===== src/rtl/obj_line_walker.sv =====
// Per-scanline OBJ pixel walker: tests one descriptor against vcount and
// streams one beat per on-screen local pixel to the OBJ flip unit.
module obj_line_walker (
  input  logic       clock,
  input  logic       reset_n,
  input  logic       flush,
  input  logic [7:0] vcount,
  input  logic       obj_valid,
  output logic       obj_ready,
  input  logic [8:0] obj_x,
  input  logic [7:0] obj_y,
  input  logic [7:0] obj_hsize,
  input  logic [7:0] obj_vsize,
  input  logic       obj_hflip,
  input  logic       obj_vflip,
  output logic       pix_valid,
  input  logic       pix_ready,
  output logic [5:0] pix_x,
  output logic [5:0] pix_y,
  output logic [7:0] pix_hsize,
  output logic [7:0] pix_vsize,
  output logic       pix_hflip,
  output logic       pix_vflip,
  output logic [7:0] pix_screen_x,
  output logic       pix_last,
  output logic       obj_done,
  output logic       obj_hit
);

  // state | meaning
  // IDLE  | waiting for a descriptor, obj_ready high
  // WALK  | stepping lx across the sprite, beats for on-screen pixels
  // DONE  | one-cycle obj_done pulse, obj_hit = latched hit
  typedef enum logic [1:0] {IDLE, WALK, DONE} state_t;

  state_t     state;
  logic [5:0] lx;
  logic [5:0] ly_r;
  logic [8:0] x_r;
  logic [7:0] hsize_r;
  logic [7:0] vsize_r;
  logic       hflip_r;
  logic       vflip_r;
  logic       hit_r;

  logic [8:0] sx;
  logic       on_screen;
  logic       lx_end;
  logic       lx_stop;
  logic       advance;
  logic       accept;
  logic [7:0] ly_in;
  logic       hit_in;

  assign sx        = x_r + {3'b000, lx};
  assign on_screen = (sx < 9'd240);
  assign lx_end    = ({2'b00, lx} == (hsize_r - 8'd1));
  // Illegal sizes must not let lx wrap past the 6-bit local range.
  assign lx_stop   = lx_end || (lx == 6'd63);
  assign advance   = (state == WALK) && (!on_screen || pix_ready);
  assign accept    = obj_valid && (state == IDLE) && !flush;
  assign ly_in     = vcount - obj_y;
  assign hit_in    = (ly_in < obj_vsize);

  always_ff @(posedge clock or negedge reset_n) begin
    if (!reset_n) begin
      state   <= IDLE;
      lx      <= 6'd0;
      ly_r    <= 6'd0;
      x_r     <= 9'd0;
      hsize_r <= 8'd0;
      vsize_r <= 8'd0;
      hflip_r <= 1'b0;
      vflip_r <= 1'b0;
      hit_r   <= 1'b0;
    end else if (flush) begin
      state <= IDLE;
    end else begin
      case (state)
        IDLE: begin
          if (accept) begin
            x_r     <= obj_x;
            hsize_r <= obj_hsize;
            vsize_r <= obj_vsize;
            hflip_r <= obj_hflip;
            vflip_r <= obj_vflip;
            ly_r    <= ly_in[5:0];
            hit_r   <= hit_in;
            lx      <= 6'd0;
            state   <= hit_in ? WALK : DONE;
          end
        end
        WALK: begin
          if (advance) begin
            if (lx_stop) state <= DONE;
            else         lx    <= lx + 6'd1;
          end
        end
        DONE: state <= IDLE;
        default: state <= IDLE;
      endcase
    end
  end

  assign obj_ready    = (state == IDLE);
  assign pix_valid    = (state == WALK) && on_screen;
  assign pix_x        = lx;
  assign pix_y        = ly_r;
  assign pix_hsize    = hsize_r;
  assign pix_vsize    = vsize_r;
  assign pix_hflip    = hflip_r;
  assign pix_vflip    = vflip_r;
  assign pix_screen_x = sx[7:0];
  assign pix_last     = (state == WALK) && lx_end;
  assign obj_done     = (state == DONE);
  assign obj_hit      = (state == DONE) && hit_r;

endmodule


===== config.mk =====
export PLATFORM = sky130hd
export DESIGN_NAME = obj_line_walker
export DESIGN_NICKNAME = d
export VERILOG_FILES = /design/src/rtl/obj_line_walker.sv
export SDC_FILE = /design/constraint.sdc
export NUM_CORES = 1
export LEC_CHECK = 0
export ABC_AREA = 1
export CAP_MARGIN = 20
export CORE_MARGIN = 2
export CORE_UTILIZATION = 47
export CTS_CLUSTER_DIAMETER = 120
export DETAILED_ROUTE_END_ITERATION = 10
export PLACE_DENSITY_LB_ADDON = 0.2
export SETUP_SLACK_MARGIN = 0.5
export SYNTH_ARGS = -nofsm -noshare
export SYNTH_HDL_FRONTEND = slang
export SYNTH_SLANG_ARGS = --single-unit
export TNS_END_PERCENT = 20

===== constraint.sdc =====
create_clock -name clock -period 2.7 [get_ports clock]
set_input_delay 0.54 -clock clock [delete_from_list [all_inputs] [get_ports clock]]
set_output_delay 0.54 -clock clock [all_outputs]
set_load 0.02 [all_outputs]

Word level (Yosys, flattened, before mapping)
Index checks and enable logic that the tools add are counted.
{"block": "word_totals", "inputBits": 48, "ram_bits": 0, "n_memories": 0, "reg_bits": 42, "latch_bits": 0, "output_inout_bits": 43, "romBits": 0, "elab_cells": 51}
{"block": "classes", "mux": 10, "n_div": 0, "magnitude_cmp": 2, "n_shift": 0, "n_eq_ne": 10, "reduce_logical": 15, "n_mul": 0, "add_sub_neg": 4, "bitwise_logic": 1}
{"operator": "two-way mux 6 bit", "n": 3}
{"operator": "one-hot mux 6 bit (2 select lines)", "n": 1}
{"operator": "two-way mux 2 bit", "n": 5}
{"operator": "adder 9 x 6 -> 9 bit", "n": 1}
{"operator": "< comparator 9 x 8 -> 1 bit (second input constant)", "n": 1}
{"operator": "equality test 6 x 8 -> 1 bit", "n": 1}
{"operator": "< comparator 8 bit", "n": 1}
{"operator": "subtractor 8 x 1 -> 8 bit (second input constant)", "n": 1}
{"operator": "subtractor 8 bit", "n": 1}
{"operator": "adder 6 x 1 -> 6 bit (second input constant)", "n": 1}
{"operator": "equality test 6 bit (second input constant)", "n": 1}
{"operator": "logical AND 1 bit", "n": 6}
{"operator": "inequality test 3 bit (second input constant)", "n": 2}
{"operator": "AND reduction 3 bit", "n": 2}
{"operator": "AND reduction 5 bit", "n": 1}
{"operator": "inequality test 2 bit (second input constant)", "n": 2}
{"operator": "one-hot mux 2 bit (2 select lines)", "n": 1}
{"operator": "inequality test 3 x 2 -> 1 bit (second input constant)", "n": 1}
{"operator": "equality test 2 x 1 -> 1 bit (second input constant)", "n": 1}
{"operator": "equality test 2 bit (second input constant)", "n": 1}
{"operator": "logical NOT 1 bit", "n": 2}
{"operator": "logical NOT 2 bit", "n": 1}
{"operator": "logical OR 1 bit", "n": 2}
{"operator": "inequality test 2 x 1 -> 1 bit (second input constant)", "n": 1}
{"operator": "2 further kinds", "n": 2}

Logic depth before layout (Yosys ltp)
Gate-level depths: netlist of the first run.
{"block": "logic_depth", "ltp_word": 8, "depth_mapped": 20, "mapped_depth_nobuf": 20}

Least setup slack after synthesis of the first run
Ideal clock, no wire load.
{"block": "synth_path", "path_type": "input-to-reg", "start": "in vcount[0]", "end": "reg hit_r", "arrival_ps": 2611, "path_slack_ps": 6, "required_time_ps": 2617, "stages": 17, "cell_sequence": "inv_1 ha_1 inv_1 fa_1 a21oi_1 o21ai_0 nand2_1 nand2_1 a21oi_1 xor2_1 ha_1 nand2_1 inv_1 nand4_1 o211ai_1 or2_2 o21ai_0"}
{"block": "synth_via", "elab_chain_len": 2}
{"item": "start, declared", "line": "7", "source": "input logic [7:0] vcount,"}
{"item": "subtractor 8 bit", "line": "62", "source": "assign ly_in = vcount - obj_y;"}
{"item": "< comparator 8 bit", "line": "63", "source": "assign hit_in = (ly_in < obj_vsize);"}
{"item": "end signal, assigned", "line": "88", "source": "hit_r <= hit_in;"}
{"item": "end, declared", "line": "44", "source": "logic hit_r;"}
No other way between the ends.
A chain may end at the register's enable or synchronous reset.

Final worst setup path of the first run
{"block": "layout_path", "start": "reg x_r[0]", "end": "out pix_valid"}
{"block": "layout_via", "elab_chain_len": 3}
{"item": "start, declared", "line": "39", "source": "logic [8:0] x_r;"}
{"item": "start signal, assigned", "line": "82", "source": "x_r <= obj_x;"}
{"item": "adder 9 x 6 -> 9 bit", "line": "55", "source": "assign sx = x_r + {3'b000, lx};"}
{"item": "< comparator 9 x 8 -> 1 bit", "line": "56", "source": "assign on_screen = (sx < 9'd240);"}
{"item": "logical AND 1 bit", "line": "106", "source": "assign pix_valid = (state == WALK) && on_screen;"}
{"item": "end, declared", "line": "16", "source": "output logic pix_valid,"}
No other way between the ends.

==> metrics.md, run 1 <==
| Metric | Value |
|---|---|
| Status | finished clean |
| Routed wire per std cell | approximately 12 um |
| Most common cell after layout, fill and taps aside | nand2_1 |
| Most frequent cells in the layout | 127 x nand2_1, 68 x clkdlybuf4s50_1, 49 x inv_1, 43 x buf_4, 41 x dfrtp_1 |
| Simple-gate share of the synthesized area | between 30% and 40% |
| RSZ-0062 raised after global routing | true |
| Number of global-route vias before repair | approximately 2800 |
| CP max FO | 3 |
| I/O Buffers | 90 |
| CP max-delay cell | dfrtp_1 |
| Synth Register Bits | 42 |
| Max-cap violations | 0 |
| DRC | 0 |
| Antenna violations before repair | 0 |
| Layout Skew | 0.008678 ns |
| Total power | between 3 and 4 mW |
| Syn Nets | between 400 and 500 |
| R2R cell count | 17 |
| EDFF count, synth | 0 |
| All-Layer GR Usage | between 20 and 25% |
| Largest family of logic cells by synthesized area | simple AND/OR/NAND/NOR gates |
| Tcrit/Tclk final | between 90% and 100% |
| Core area | 5921 um2 |
| Final setup TNS | 0 ns |
| Compound-Gate Fraction of Synth Area | 7.592% |
| Post-CTS Hold Buffers | 0 |
| Util after Layout | about three quarters |
| Vias after detailed routing | 2927 |
| N_diodes | 0 |
| Leakage | 2.352 nW |
| Synth Cell Area | 2868 um2 |
| Die Area | 6742 um2 |
| DP Area | approximately 4100 um2 |
| Syn-to-layout area delta | 58.55% |
| Most frequent CP cell | nand2_2 |
| Slew HR | 37.83% |
| Largest net degree at the start of global routing | 43 |
| Final hold vios | 0 |
| Crit path launch type | register |
| Worst-Skew Late Latency | 0.30 ns |
| Cells after Synth | 400 |
| Clock buffer depth | 2 |
| Fmax | 376.5 MHz |
| Horiz. Die Dim | about 82 um |
| Library cells used by synthesis | 32 |
| Drt via density | slightly below 5 |
| Maximum VDD drop | between 0.0004 and 0.0005 V |
| Num CTS Buffers | 5 |
| Arrival @ worst endpoint | 2.12 ns |
| Hold WS | ~0.38 ns |
| Cell Count, Final, Fillers Out | 607 |
| CP Class | reg -> out |
| GR Overflow Total | 0 |
| Final max-slew violation count | 0 |
| WP data required | around 2.2 ns |
| Prevailing post-synth register cell | dfrtp_1 |
| Final Setup Violations | 0 |
| NumNets Final | 603 |
| Cells after DPL | 587 |
| CP cell instances | ha_2, fa_2, nand2_1, nand2_2, nand3_2, nand2_2, nand2_2, nand2_2, nor2_2, nand2_2, nand2_2, nor2_2, buf_6 |
| Root Driver | clkbuf_8 |
| CTS tree | yes |
| XOR/XNOR share of the synthesized area | 4.276% |
| Site Rows | 28 |
| Pre-Repair DR Iteration Count | 4 |
| IO Pins | 91 |
| Proportion of layout cells with a drive suffix above 1 | 25.56% |
| Clock net sink count | 42 |
| Chip height | between 80 and 90 um |
| Initial core utilization | 48.44% |
| H-Tree Level Count | 2 |
| 1st-iter DRT viols | roughly 110 |
| Synth warnings | 0 |
| Fin area | ~4500 um2 |
| Global-route wire length before repair | approximately 11000 um |
| Worst-path clk slew | 0.09 ns |
| Mean Syn Cell Area | 7.169 um2 |
| Synth Area in Adders | a little over a tenth |
| Post-synthesis sequential area ratio | 36.65% |
| DP HPWL | 5600 um |
| Post-route ant nets | 0 |
| Power Density | 771.7 nW/um2 |
| GPL Wtd Cong | 0.8610 |
| Async SR Flop Fraction | 100.0% |
| Mux cell area share after synthesis | 0% |
| Crit end category | output pin |
| HP Class | in -> async |
| Min Tclk post-route | approximately 2.7 ns |
| Final WL | 7429 um |
| Final worst slack | around 0.044 ns |
| Pre-CTS setup slack | -0.6505 ns |
| CP peak stage delay | 0.39 ns |
| Worst-margin pin slew | 0.9325 ns |
==> flip-flops by register name, summed over array words and instances (netlist names) <==
register,count
pix_x,6
pix_vsize,8
pix_vflip,1
state,2
hit_r,1
pix_hsize,8
pix_hflip,1
pix_y,6
x_r,9
==> worst paths after layout <==
check                          start           end  slack, ns
max                           x_r[0]     pix_valid       0.04
min                          reset_n  pix_hsize[4]       0.38
max reg2reg                   x_r[0]      pix_x[0]       0.43
min reg2reg                pix_hflip     pix_hflip       0.48
max in group asynchronous    reset_n  pix_hsize[3]       1.68
min in group clock         pix_hflip     pix_hflip       0.48
==> cell families after synthesis <==
group / Yosys count
XOR/XNOR: 14
buffers and inverters: 72
flip-flops: 42
AO/OA/AOI/OAI: 40
AND/OR/NAND/NOR: 208
adder cells (fa/ha/maj): 24
==> power breakdown <==
part | switching (mW) | internal, mW | leakage [nW]
Sequential | 0.174 | 0.832 | 0.530
Clock | 0.228 | 0.371 | 0.0683
Combinational | 1.01 | 0.896 | 1.75
==> Yosys cell counts (3+ instances only) <==
library cell    n  area [um2]
o21ai_1         3       15.01
nor2_1         28       105.1
dfrtp_1        42        1051
xor2_1          8       70.07
o21ai_0        22       110.1
nor2_2          4       25.02
xnor2_1         6       52.55
a21oi_1        10       50.05
inv_1          61       229.0
nand3_1        20       100.1
ha_1           22       275.3
nand2_1       138       518.0
clkbuf_1        7       26.28
inv_2           3       11.26
==> per-layer routing <==
layer	global-route usage, %	up-vias	wire [um]
li1	-	1495	-
met1	24.35	1352	3095
met2	41.06	69	3860
met3	4.239	11	344
met4	7.833	0	129
met5	0	-	0
==> final cells by class <==
type	count	area, um2
inverters	64	262.8
clock buffers	5	68.82
fillers	442	1374
well taps	75	93.84
repair buffers	132	1215
clock inverters	3	68.82
multi-input cells	286	1785
flip-flops and latches	42	1052
==> what timing repair did <==
item / CTS / global route
cloned: 0 / 0
pin swaps: 21 / 35
setup buffers: 5 / 7
endpoints found under the setup margin: 18 / 20
hold endpoints to repair: 0 / 0
resized for setup: 48 / 76
==> worst max-delay path, delay by kind of cell (launching register included) <==
family	cells	cell delay [ns]
AND/OR/NAND/NOR	10	0.73
adder cells (fa/ha/maj)	2	0.58
flip-flops	1	0.39
buffers and inverters	1	0.13
Note: power is estimated with default switching activity, not from simulation.
==> inputs of run 2 (changes only) <==
- PLACE_DENSITY: default -> 0.77
- PLACE_DENSITY_LB_ADDON: 0.2 -> default
- SKIP_LAST_GASP: default -> 1
==> run 2 against run 1 <==
Compared with the run above:
- sequential power barely moved
- clock-buffer cell count rose by 1
- maximum frequency fell by 0.45%
- flip-flop and latch count did not move
- final cell count fell by 1.5%
- die area did not move
- global-route usage barely moved
- via count fell by 2.2%
- core utilization fell by 3.1 points
==> metrics.md, run 2 (synthesis results as in run 1) <==
| Metric | Value |
|---|---|
| WP data required | 2.16 ns (about the same) |
| Most common cell after layout, fill and taps aside | nand2_1 |
| Arrival @ worst endpoint | 2.13 ns (about the same) |
| Cell Count, Final, Fillers Out | 598 (-1.5%) |
| CTS tree | yes |
| Final Setup Violations | 0 (unchanged) |
| Clock Power Share | 12.7% (-4.4 points) |
| Routed wire per std cell | 12.12 um (-1.0%) |
| Die Area | 6742 um2 (unchanged) |
| 1st-iter DRT viols | 84 (-21%) |
| Num CTS Buffers | 5 (unchanged) |
| Drt via density | 4.789 (-0.68%) |
| Antenna violations before repair | 0 (unchanged) |
| Layout Skew | 0.009976 ns (+0.001298 ns) |
| Final worst slack | 0.03233 ns (-0.01189 ns) |
| End point of the critical path | pix_valid |
| Global-route wire length before repair | 11160 um (-2.1%) |
| Worst-Skew Late Latency | 0.30 ns (about the same) |
| Largest net degree at the start of global routing | 43 (unchanged) |
| CP max FO | 2 (-1) |
| Clock buffer depth | 2 (unchanged) |
| CP cell instances | ha_2, fa_2, nand2_2, nand2_2, and2_4, xnor2_4, nor2_2, nand2_2, nand2_2, nor2_2, buf_6 |
| Min Tclk post-route | 2.668 ns (+0.01189 ns) |
| Net Sw Frac | 42.27% (+2.1 points) |
| Crit path launch type | register |
| DRC | 0 (unchanged) |
| N_diodes | 0 (unchanged) |
| Chip height | 82.11 um (unchanged) |
| Core area | 5921 um2 (unchanged) |
| RR Endpoint | pix_x[0] |
| Fmax | 374.9 MHz (-0.45%) |
| Largest reg by FF count | x_r |
| DP Area | 4123 um2 (-0.42%) |
| Pre-Repair DR Iteration Count | 4 (unchanged) |
| Proportion of layout cells with a drive suffix above 1 | 21.22% (-4.3 points) |
| IO Pins | 91 (unchanged) |
| DP HPWL | 5502 um (-1.8%) |
| Post-route ant nets | 0 (unchanged) |
| RSZ-0062 raised after global routing | true |
| Most frequent CP cell | nand2_2 |
| CP peak stage delay | 0.40 ns (about the same) |
| NumNets Final | 594 (-1.5%) |
| Pre-CTS setup slack | -0.6397 ns (+0.01077 ns) |
| Clock net sink count | 42 (unchanged) |
| Worst-path clk slew | 0.09 ns (about the same) |
| HP Class | in -> async |
| Root Driver | clkbuf_8 |
| Status | finished clean |
| R2R cell count | 16 (-1) |
| I/O Buffers | 90 (unchanged) |
| CP Class | reg -> out |
| Crit path from | x_r[0] |
| Site Rows | 28 (unchanged) |
| All-Layer GR Usage | 21.84% (about the same) |
| GR Overflow Total | 0 (unchanged) |
| Slew HR | 35.67% (-2.2 points) |
| CP max-delay cell | dfrtp_1 |
| Fin area | 4363 um2 (-4.0%) |
| Final WL | 7246 um (-2.5%) |
| Final hold vios | 0 (unchanged) |
| Number of global-route vias before repair | 2618 (-5.6%) |
| Worst-margin pin slew | 0.9649 ns (+0.03243 ns) |
| Syn-to-layout area delta | 52.14% |
| Max-cap violations | 0 (unchanged) |
| GPL Wtd Cong | 0.8427 (-2.1%) |
| Most frequent cells in the layout | 127 x nand2_1, 70 x clkdlybuf4s50_1, 52 x inv_1, 42 x dfrtp_1, 31 x buf_4 |
| FF-to-FF Start | x_r[0] |
| Max reg flops | 9 (unchanged) |
| H-Tree Level Count | 2 (unchanged) |
| CP top delay family | simple AND/OR/NAND/NOR gates |
| Tcrit/Tclk final | 98.80% (+0.44 points) |
| Cells after DPL | 583 (-0.68%) |
| Leakage | 2.286 nW (-2.8%) |
| Crit end category | output pin |
| P_sw | 1.358 mW (-3.7%) |
| Horiz. Die Dim | 82.11 um (unchanged) |
| Int Power | 1.855 mW (-12%) |
| Power Density | 736.3 nW/um2 (-4.6%) |
| Stages on the worst setup path | 11 (-2) |
| Internal reg-to-reg setup slack | 0.31 ns (-0.12 ns) |
| Worst path bufs/invs | 1 (unchanged) |
| Vias after detailed routing | 2864 (-2.2%) |
| Reg power frac | 30.7% (+2.0 points) |
| Final max-slew violation count | 0 (unchanged) |
| Initial core utilization | 48.44% (unchanged) |
| Comb power frac | 56.6% (+2.3 points) |
| Maximum VDD drop | 0.0005355 V (+25%) |
## run 2: final cells by class
class	instances	area [um2]
clock buffers	6	72.57
clock inverters	2	13.76
fillers	457	1558
inverters	64	260.3
multi-input cells	286	1728
flip-flops and latches	42	1051
well taps	75	93.84
repair buffers	123	1144
## run 2: metal layers
metal	track usage [%]	up-vias	part of all wire, %
met5	0	-	0
met4	6.667	0	1.1
met3	5.217	7	5.0
met2	40.49	67	51
met1	24.67	1306	43
li1	-	1484	-
## run 2: worst min-delay path by stage
stage,startpoint,endpoint,cells past startpoint
after floorplan,reset_n,hit_r,0
after CTS,reset_n,pix_hsize[0],1
after global placement,pix_vflip,pix_vflip,2
after detailed placement,pix_vsize[2],pix_vsize[2],2
after global routing,reset_n,pix_hsize[0],1
final,reset_n,pix_hsize[0],1
## run 2: what timing repair did
action | in CTS | in global routing
hold buffers | 0 | 0
buffers inserted | 3 | 4
pin swaps | 16 | 25
setup endpoints to repair | 18 | 19
gates resized for setup | 50 | 38
## run 2: worst register-to-register path: cells and delay by family (launching register included)
family	cells	cell delay (ns)
DFF	1	0.40
adders and majority gates	2	0.58
and+or+nand+nor	11	0.92
buffers and inverters	2	0.25
xor gates and xnor gates	1	0.13
## run 2: power groups by stage
stage                     combinational [mW]  sequential [mW]  clock, mW
after floorplan                        0.820             1.16          0
after global placement                  1.69            0.996          0
after detailed placement                1.75            0.996          0
after CTS                               1.78            0.984      0.422
after global routing                    2.00             1.01      0.452
final                                   1.82            0.986      0.410
## run 2: metrics by stage
step,utilization [%],setup TNS (ns),power (mW),hold slack [ns]
floorplan,-,0,1.980,0.2444
global placement,69.63,-1.839,2.689,0.4622
detailed placement,69.63,-2.146,2.743,0.4741
CTS,72.17,0,3.186,0.4223
global route,73.69,-0.07421,3.464,0.4738
finish,73.69,0,3.212,0.3926
